### config.mk
export PLATFORM = sky130hd
export DESIGN_NAME = acc_op_sequencer
export DESIGN_NICKNAME = d
export VERILOG_FILES = /design/src/rtl/acc_op_sequencer.sv
export SDC_FILE = /design/constraint.sdc
export NUM_CORES = 1
export LEC_CHECK = 0
export ABC_AREA = 1
export CORE_AREA = 2 2 67 69
export DETAILED_ROUTE_END_ITERATION = 10
export DIE_AREA = 0 0 69 71
export GPL_TIMING_DRIVEN = 0
export PLACE_DENSITY_LB_ADDON = 0.3
export SLEW_MARGIN = 10
export SYNTH_ARGS = -nofsm -noshare
export SYNTH_HDL_FRONTEND = slang
export SYNTH_SLANG_ARGS = --single-unit
export TNS_END_PERCENT = 5
### constraint.sdc
create_clock -name clk -period 1.9 [get_ports clk]
set_input_delay 0.285 -clock clk [delete_from_list [all_inputs] [get_ports clk]]
set_output_delay 0.285 -clock clk [all_outputs]
set_load 0.005 [all_outputs]
### src/rtl/acc_op_sequencer.sv
// rtl/acc_op_sequencer.sv - accumulator operation sequencer with multi-cycle MUL and shifts
//
// Accepts one operation per request handshake and applies it to an internal
// accumulator. LOAD/ADD/SUB/AND/OR/XOR and illegal opcodes complete in one
// cycle. MUL runs a WIDTH-step shift-add. Shifts move one bit per cycle.
// Every accepted operation produces a one-cycle done pulse.
//
// Ports:
//   clk       - clock, rising edge
//   rst_n     - asynchronous active-low reset
//   in_valid  - operation request present
//   in_ready  - sequencer idle and able to accept a request
//   in_op     - opcode (0 LOAD .. 10 SSHR, 11-15 illegal)
//   in_data   - right-hand operand or shift amount
//   acc       - accumulator register
//   done      - one-cycle completion pulse
//   err       - one-cycle pulse with done for an illegal opcode
//   busy      - multi-cycle operation in progress

module acc_op_sequencer #(
    parameter int WIDTH = 4
) (
    input  logic             clk,
    input  logic             rst_n,
    input  logic             in_valid,
    output logic             in_ready,
    input  logic [3:0]       in_op,
    input  logic [WIDTH-1:0] in_data,
    output logic [WIDTH-1:0] acc,
    output logic             done,
    output logic             err,
    output logic             busy
);

    // Counter must hold values 0..WIDTH (shift count up to WIDTH).
    localparam int CW = $clog2(WIDTH + 1);

    localparam logic [3:0] OP_LOAD = 4'd0;
    localparam logic [3:0] OP_ADD  = 4'd1;
    localparam logic [3:0] OP_SUB  = 4'd2;
    localparam logic [3:0] OP_MUL  = 4'd3;
    localparam logic [3:0] OP_AND  = 4'd4;
    localparam logic [3:0] OP_OR   = 4'd5;
    localparam logic [3:0] OP_XOR  = 4'd6;
    localparam logic [3:0] OP_SHL  = 4'd7;
    localparam logic [3:0] OP_SHR  = 4'd8;
    localparam logic [3:0] OP_SSHL = 4'd9;
    localparam logic [3:0] OP_SSHR = 4'd10;

    localparam logic [WIDTH:0]  W_EXT  = (WIDTH + 1)'(WIDTH);
    localparam logic [CW-1:0]   W_CNT  = CW'(WIDTH);
    localparam logic [CW-1:0]   MUL_LAST = CW'(WIDTH - 1);
    localparam logic [CW-1:0]   CNT_ONE  = CW'(1);

    typedef enum logic [1:0] {
        S_IDLE  = 2'd0,
        S_MUL   = 2'd1,
        S_SHIFT = 2'd2
    } state_t;

    state_t          state, state_n;
    logic [WIDTH-1:0] acc_n;
    logic [CW-1:0]    cnt, cnt_n;
    logic [WIDTH-1:0] mul_a, mul_a_n;     // multiplicand, shifted left each step
    logic [WIDTH-1:0] mul_b, mul_b_n;     // multiplier, shifted right each step
    logic [WIDTH-1:0] prod, prod_n;       // running partial product
    logic             dir_left, dir_left_n;
    logic             done_n, err_n;

    logic [CW-1:0]    shift_k;
    logic [WIDTH-1:0] mul_sum;

    // Shift amounts saturate at WIDTH: beyond that the result is all zero anyway.
    assign shift_k = ({1'b0, in_data} >= W_EXT) ? W_CNT : CW'(in_data);

    // One shift-add step: add the multiplicand when the current multiplier LSB is set.
    assign mul_sum = prod + (mul_b[0] ? mul_a : '0);

    // State and datapath registers
    always_ff @(posedge clk or negedge rst_n) begin
        if (!rst_n) begin
            state    <= S_IDLE;
            acc      <= '0;
            cnt      <= '0;
            mul_a    <= '0;
            mul_b    <= '0;
            prod     <= '0;
            dir_left <= 1'b0;
            done     <= 1'b0;
            err      <= 1'b0;
        end else begin
            state    <= state_n;
            acc      <= acc_n;
            cnt      <= cnt_n;
            mul_a    <= mul_a_n;
            mul_b    <= mul_b_n;
            prod     <= prod_n;
            dir_left <= dir_left_n;
            done     <= done_n;
            err      <= err_n;
        end
    end

    // Next-state and datapath update
    always_comb begin
        state_n    = state;
        acc_n      = acc;
        cnt_n      = cnt;
        mul_a_n    = mul_a;
        mul_b_n    = mul_b;
        prod_n     = prod;
        dir_left_n = dir_left;
        done_n     = 1'b0;
        err_n      = 1'b0;

        case (state)
            S_IDLE: begin
                if (in_valid) begin
                    case (in_op)
                        OP_LOAD: begin acc_n = in_data;       done_n = 1'b1; end
                        OP_ADD:  begin acc_n = acc + in_data; done_n = 1'b1; end
                        OP_SUB:  begin acc_n = acc - in_data; done_n = 1'b1; end
                        OP_AND:  begin acc_n = acc & in_data; done_n = 1'b1; end
                        OP_OR:   begin acc_n = acc | in_data; done_n = 1'b1; end
                        OP_XOR:  begin acc_n = acc ^ in_data; done_n = 1'b1; end
                        OP_MUL: begin
                            mul_a_n = acc;
                            mul_b_n = in_data;
                            prod_n  = '0;
                            cnt_n   = '0;
                            state_n = S_MUL;
                        end
                        OP_SHL, OP_SSHL, OP_SHR, OP_SSHR: begin
                            if (shift_k == '0) begin
                                done_n = 1'b1;
                            end else begin
                                cnt_n      = shift_k;
                                dir_left_n = (in_op == OP_SHL) || (in_op == OP_SSHL);
                                state_n    = S_SHIFT;
                            end
                        end
                        default: begin
                            done_n = 1'b1;
                            err_n  = 1'b1;
                        end
                    endcase
                end
            end

            S_MUL: begin
                prod_n  = mul_sum;
                mul_a_n = mul_a << 1;
                mul_b_n = mul_b >> 1;
                cnt_n   = cnt + CNT_ONE;
                // acc keeps its pre-op value until the final step lands the product.
                if (cnt == MUL_LAST) begin
                    acc_n   = mul_sum;
                    cnt_n   = '0;
                    state_n = S_IDLE;
                    done_n  = 1'b1;
                end
            end

            S_SHIFT: begin
                acc_n = dir_left ? (acc << 1) : (acc >> 1);
                cnt_n = cnt - CNT_ONE;
                if (cnt == CNT_ONE) begin
                    state_n = S_IDLE;
                    done_n  = 1'b1;
                end
            end

            default: begin
                state_n = S_IDLE;
            end
        endcase
    end

    // Status outputs
    always_comb begin
        in_ready = (state == S_IDLE);
        busy     = (state != S_IDLE);
    end

endmodule
==> metrics.yaml, run 1 <==
logic_synthesis:
  syn-num-nets: 313
  synthCells: 278
  yosys.area.top_type: "dfrtp_1"
  yosysSeqAreaShare: 0.297
  post_synth_instance_area_mm2: 0.00202
  synth_top_cell_area_share: 0.297
  synth_area_per_cell_um2: 7.28
  synth_warnings: 0
  synth-seq-cells: 24
  netlist_top_cells_area: "dfrtp_1 30%, ha_1 14%, nand2_1 13%"
  synth.distinct_cells: 31
sta:
  timing.hold.ws_ns: -0.0135
  fin_skew_ns: 0.00980
  worst_slew_pin_slew_ns: 0.545
  setup_viol: 0
  finalSetupTns_ns: 0
  slew_headroom: 0.637
  period_share: 0.977
  timing.final.hold_violations: 14
  rsz0062_at_grt: "yes"
  clock.fmax_mhz: 539
  slew_viol_final: 0
  min_period_ns: 1.86
routing:
  drc: 0
  ant_nets: 0
  first_pass_iters: 4
  vias: 1845
  wl_per_cell_um: 13.1
  wirelength_mm: 4.60
  drt_iter0_drc: 79
  viasPerCell: 5.26
pwr:
  clkPwrFrac: 0.132
  leakage_nw: 1.17
  power_switching_mw: 1.55
  switching_share: 0.455
  combPwrFrac: 0.597
  power.total_mw: 3.40
  powerDensity_mw_per_mm2: 1440
  seq_power_share: 0.271
  p_int_mw: 1.86
  ir_drop_uv: 613
layout:
  final_net_count: 335
  n_antenna_cell: 0
  area_delta_synth_final_pct: 16.8
  layout_commonest_cell: "nand2_1"
  final_cell_mix: "70 x nand2_1, 34 x inv_1, 24 x dfrtp_1"
  drive_above_1_share: 0.134
  nFillCells: 417
  layout.core_utilization: 0.562
  design_area_mm2: 0.00236
  fin_cells: 351
worst_setup_path:
  worstPathArrival_ns: 1.57
  crit_type: "flip-flop to primary output"
  worstSetupEndpoint: "busy"
  r2r_setup_slack_ns: 0.10
  cp.required_ns: 1.62
  startpoint_type: "flip-flop"
  end_kind: "primary output"
  cpMaxStageDelayCell: "clkdlybuf4s50_1"
  worst-path-max-fanout: 7
  reg2reg_depth: 9
  r2r-end: "acc[2]"
  crit_path_start: "state[0]"
  rr_startpoint: "acc[0]"
  slowest_delay_ns: 0.50
  crit_chain: "inv_1 -> ha_4 -> inv_2 -> clkdlybuf4s50_1"
place:
  io_buffers: 18
  postPlaceCellArea_mm2: 0.00227
  dpl.hpwl_mm: 3.58
  dp.cells: 348
  finalWeightedCongestion: 0.855
status:
  violations: "hold timing"
  status: "finished with violations"
global_routing:
  grt_pass1_vias: 1811
  grt.total_usage: 0.198
  antenna_found_initial: 0
  grt.overflow.total: 0
  grt_pass1_wl_mm: 7.99
  grt_max_degree: 25
job:
  maxCapViolations: 0
cts:
  clock-sinks: 24
  numCtsBuffers: 3
  path_clk_slew_ns: 0.09
  ctsLongestPathBuffers: 2
  clock_tree.root_cell: "clkbuf_8"
  cts_setup_buffers: 0
  cts_tree: "yes"
  cts_htree_levels: 1
  clk_latency_ns: 0.27
die:
  std_cell_rows: 24
  pin_count: 19
  initial_utilization: 0.481
  core_mm2: 0.00420
  chipWidth_um: 69
  fp.dieH_um: 71
  fp.dieArea_mm2: 0.00490
hold_path:
  hp-class: "input pin to asynchronous set/reset pin"
synthesized netlist by cell type:
| master | count |
|---|---|
| nand3b_1 | 2 |
| nand2_4 | 1 |
| ha_1 | 22 |
| dfrtp_1 | 24 |
| nand2_2 | 5 |
| o32ai_1 | 1 |
| a31oi_1 | 8 |
| o31ai_1 | 6 |
| xor2_1 | 1 |
| o21ai_2 | 2 |
| nor2_4 | 2 |
| xnor2_1 | 2 |
| nor3_1 | 2 |
| o21ai_1 | 4 |
| nor2_1 | 17 |
| fa_1 | 2 |
| inv_2 | 5 |
| a21oi_1 | 17 |
| o22ai_1 | 3 |
| o21ai_0 | 18 |
| nor3_4 | 1 |
| nor2_2 | 3 |
| a21oi_4 | 1 |
| nand2_1 | 70 |
| a211oi_1 | 1 |
| o211ai_1 | 2 |
| clkbuf_1 | 2 |
| buf_2 | 1 |
| inv_1 | 38 |
| nand3_1 | 14 |
| buf_6 | 1 |
per-layer routing:
metal	part of all wire	track usage	wire length [µm]
met5	0	0	0
met4	0.029	0.0828	133
met3	0.023	0.0171	104
met2	0.47	0.333	2150
met1	0.48	0.263	2210
state kept, by name, indices dropped and copies added (netlist names):
name,flops
done,1
cnt,3
mul_a,4
mul_b,4
prod,4
acc,4
err,1
dir_left,1
state,2
worst min path at each step:
stage	cells past startpoint	end	start	slack (ns)
after global placement	2	prod[0]	prod[0]	0.48
after detailed placement	2	mul_b[3]	mul_b[3]	0.48
after floorplan	0	acc[0]	rst_n	-0.01
after CTS	3	mul_b[1]	in_data[1]	0.41
after global routing	1	mul_b[0]	rst_n	0.04
final	1	mul_a[3]	rst_n	-0.01
power by group through the flow:
stage	combinational, mW	sequential [mW]	clock, mW
after detailed placement	1.95	0.929	0
final	2.03	0.923	0.450
after global routing	2.33	0.956	0.476
after CTS	2.00	0.921	0.458
after floorplan	1.43	0.883	0
after global placement	1.93	0.924	0
final cells by class:
class / instances / area (µm²) / share of cell area
clock buffer: 3 / 41.3 / 0.0175
clock inverter: 1 / 30.0 / 0.0127
buffer: 3 / 20.0 / 0.00847
multi-input combinational: 207 / 1280 / 0.542
timing repair buffer: 18 / 161 / 0.0683
tap: 52 / 65.1 / 0.0275
inverter: 43 / 164 / 0.0694
sequential: 24 / 601 / 0.254
critical path: cells and delay by family, from the launching register on:
kind	cells	cell delay, ns
buffers and inverters	3	0.70
adder cells (fa/ha/maj)	1	0.20
flip-flops	1	0.41
through the flow:
| stage | hold slack [ns] | setup WS, ns |
|---|---|---|
| 3_3_place_gp | 0.477 | -0.792 |
| 6_report | -0.0135 | 0.0438 |
| 5_1_grt | 0.0380 | -0.109 |
| 3_5_place_dp | 0.482 | -0.818 |
| 4_1_cts | 0.406 | 0.00418 |
| 2_1_floorplan | -0.0106 | 0.0365 |
cells by family after synthesis:
group	synth area share
AND/OR/NAND/NOR	0.258
XOR/XNOR	0.0130
buffers and inverters	0.0915
adder cells (fa/ha/maj)	0.156
AO/OA/AOI/OAI	0.185
flip-flops	0.297
what timing repair did:
| action | CTS | global route |
|---|---|---|
| hold buffers | 0 | 0 |
| pin swaps | 0 | 2 |
| gates resized for setup | 22 | 8 |
| endpoints found under the hold margin | 0 | 0 |
| setup endpoints to repair | 5 | 8 |
Power figures use the tool's default switching activity.
==> run 2, diff against run 1 <==
PLACE_DENSITY = 0.69   (was not set)
PLACE_DENSITY_LB_ADDON = not set   (was 0.3)
==> run 2 against run 1 <==
Final cell count rose by 0.57%. The flow now finishes without violations. Design area barely moved. Critical path depth did not move. Clock-buffer cell count rose by 1. Via count fell by 1.6%. Routed wire length rose by 1.6%. Sequential cell count did not move. Sequential share of layout area barely moved.
==> metrics.yaml, run 2 (synthesized netlist as in run 1, its figures left out) <==
die:
  fp.dieH_um: 71  # unchanged
  pin_count: 19  # unchanged
  fp.dieArea_mm2: 0.00490  # unchanged
  initial_utilization: 0.481  # unchanged
  core_mm2: 0.00420  # unchanged
  std_cell_rows: 24  # unchanged
  chipWidth_um: 69  # unchanged
pwr:
  combPwrFrac: 0.618  # +0.021
  switching_share: 0.470  # +0.0156
  power_switching_mw: 1.57  # +1.7%
  p_int_mw: 1.77  # -4.5%
  leakage_nw: 1.17  # about the same
  powerDensity_mw_per_mm2: 1420  # -1.7%
  seq_power_share: 0.277  # +0.006
  ir_drop_uv: 742  # +21%
  clkPwrFrac: 0.105  # -0.027
  power.total_mw: 3.35  # -1.7%
worst_setup_path:
  worst-path-max-fanout: 7  # unchanged
  cpMaxStageDelayCell: "clkdlybuf4s50_1"
  end_kind: "primary output"
  worstPathArrival_ns: 1.53  # -0.04 ns
  cp.required_ns: 1.62  # about the same
  crit_type: "flip-flop to primary output"
  slowest_delay_ns: 0.49  # about the same
  startpoint_type: "flip-flop"
  crit_chain: "inv_2 -> ha_4 -> inv_4 -> clkdlybuf4s50_1"
layout:
  area_delta_synth_final_pct: 16.8  # about the same
  n_antenna_cell: 0  # unchanged
  layout.core_utilization: 0.562  # about the same
  final_net_count: 337  # +0.60%
  layout_commonest_cell: "nand2_1"
  fin_cells: 353  # +0.57%
  drive_above_1_share: 0.143  # +0.00908
  final_cell_mix: "70 x nand2_1, 33 x inv_1, 24 x dfrtp_1"
sta:
  slew_headroom: 0.248  # -0.388
  rsz0062_at_grt: "yes"
  timing.final.hold_violations: 0  # -14
  setup_viol: 0  # unchanged
  clock.fmax_mhz: 550  # +2.1%
  period_share: 0.957  # -0.0202
  fin_skew_ns: 0.00329  # -0.00651 ns
  slew_viol_final: 0  # unchanged
  min_period_ns: 1.82  # -0.0384 ns
  worst_slew_pin_slew_ns: 1.12  # +0.579 ns
  setup_ws_ns: 0.0822  # +0.0384 ns
  finalSetupTns_ns: 0  # unchanged
routing:
  vias: 1816  # -1.6%
  drt_iter0_drc: 138  # +75%
  first_pass_iters: 4  # unchanged
  viasPerCell: 5.14  # -2.1%
  wirelength_mm: 4.68  # +1.6%
  drc: 0  # unchanged
  wl_per_cell_um: 13.2  # +0.99%
  ant_nets: 0  # unchanged
global_routing:
  grt_pass1_wl_mm: 8.26  # +3.4%
  grt.total_usage: 0.203  # +0.00471
  grt.overflow.total: 0  # unchanged
  grt_pass1_vias: 1830  # +1.0%
  antenna_found_initial: 0  # unchanged
  grt_max_degree: 25  # unchanged
place:
  finalWeightedCongestion: 0.869  # +1.6%
  place_ws_ns: -0.821  # -0.00238 ns
  io_buffers: 18  # unchanged
  dp.cells: 348  # unchanged
  dpl.hpwl_mm: 3.65  # +2.0%
cts:
  cts_tree: "yes"
  postCtsHoldBufs: 0  # unchanged
  clk_latency_ns: 0.26  # about the same
  clock_tree.root_cell: "clkbuf_8"
  clock-sinks: 24  # unchanged
  cts_htree_levels: 1  # unchanged
  numCtsBuffers: 3  # unchanged
  path_clk_slew_ns: 0.09  # about the same
  ctsLongestPathBuffers: 2  # unchanged
hold_path:
  hp-class: "input pin to flip-flop"
status:
  status: "complete, no violations"
job:
  maxCapViolations: 0  # unchanged
run 2: critical path: cells and delay by family, from the launching register on:
kind | cells | cell delay [ns]
fa+ha+maj | 1 | 0.20
flops | 1 | 0.43
buf+inv | 3 | 0.63
run 2: final timing paths:
check | from | cells past startpoint | endpoint | slack, ns
min reg2reg | prod[0] | 2 | prod[0] | 0.50
max in group asynchronous | rst_n | 1 | acc[2] | 0.61
min in group asynchronous | rst_n | 1 | mul_b[2] | 0.62
max | state[1] | 4 | busy | 0.08
min | in_data[0] | 3 | mul_b[0] | 0.34
max reg2reg | state[1] | 9 | cnt[2] | 0.15
run 2: stage by stage:
stage               hold slack, ns  cell area [µm²]
floorplan                  -0.0106             2020
CTS                          0.418             2360
global route                 0.365             2360
finish                       0.341             2360
detailed placement           0.485             2270
global placement             0.480             2270
run 2: power groups by stage:
| stage | registers [mW] | clock network, mW | logic, mW |
|---|---|---|---|
| 2_1_floorplan | 0.883 | 0 | 1.43 |
| 3_3_place_gp | 0.927 | 0 | 1.94 |
| 3_5_place_dp | 0.931 | 0 | 1.96 |
| 4_1_cts | 0.922 | 0.358 | 2.02 |
| 5_1_grt | 0.962 | 0.375 | 2.38 |
| 6_report | 0.926 | 0.352 | 2.07 |
run 2: per-layer routing:
layer,GRT usage,wire length (µm),vias to the layer above
met5,0,0,-
met2,0.353,2290,26
li1,-,-,954
met3,0.0142,97,6
met4,0.0610,56,0
met1,0.272,2230,830
run 2: final cells by class:
cell class                 instances  area [µm²]
multi-input combinational        207        1280
clock buffer                       4        55.1
inverter                          43         164
fill                             425        1840
buffer                             3        20.0
sequential                        24         601
tap                               52        65.1
timing repair buffer              20         181
run 2: timing repair:
item                       4_1_cts  5_1_grt
gates resized for setup         20       12
buffers inserted                 2        0
setup endpoints to repair        5        7
pin swaps                        1        2
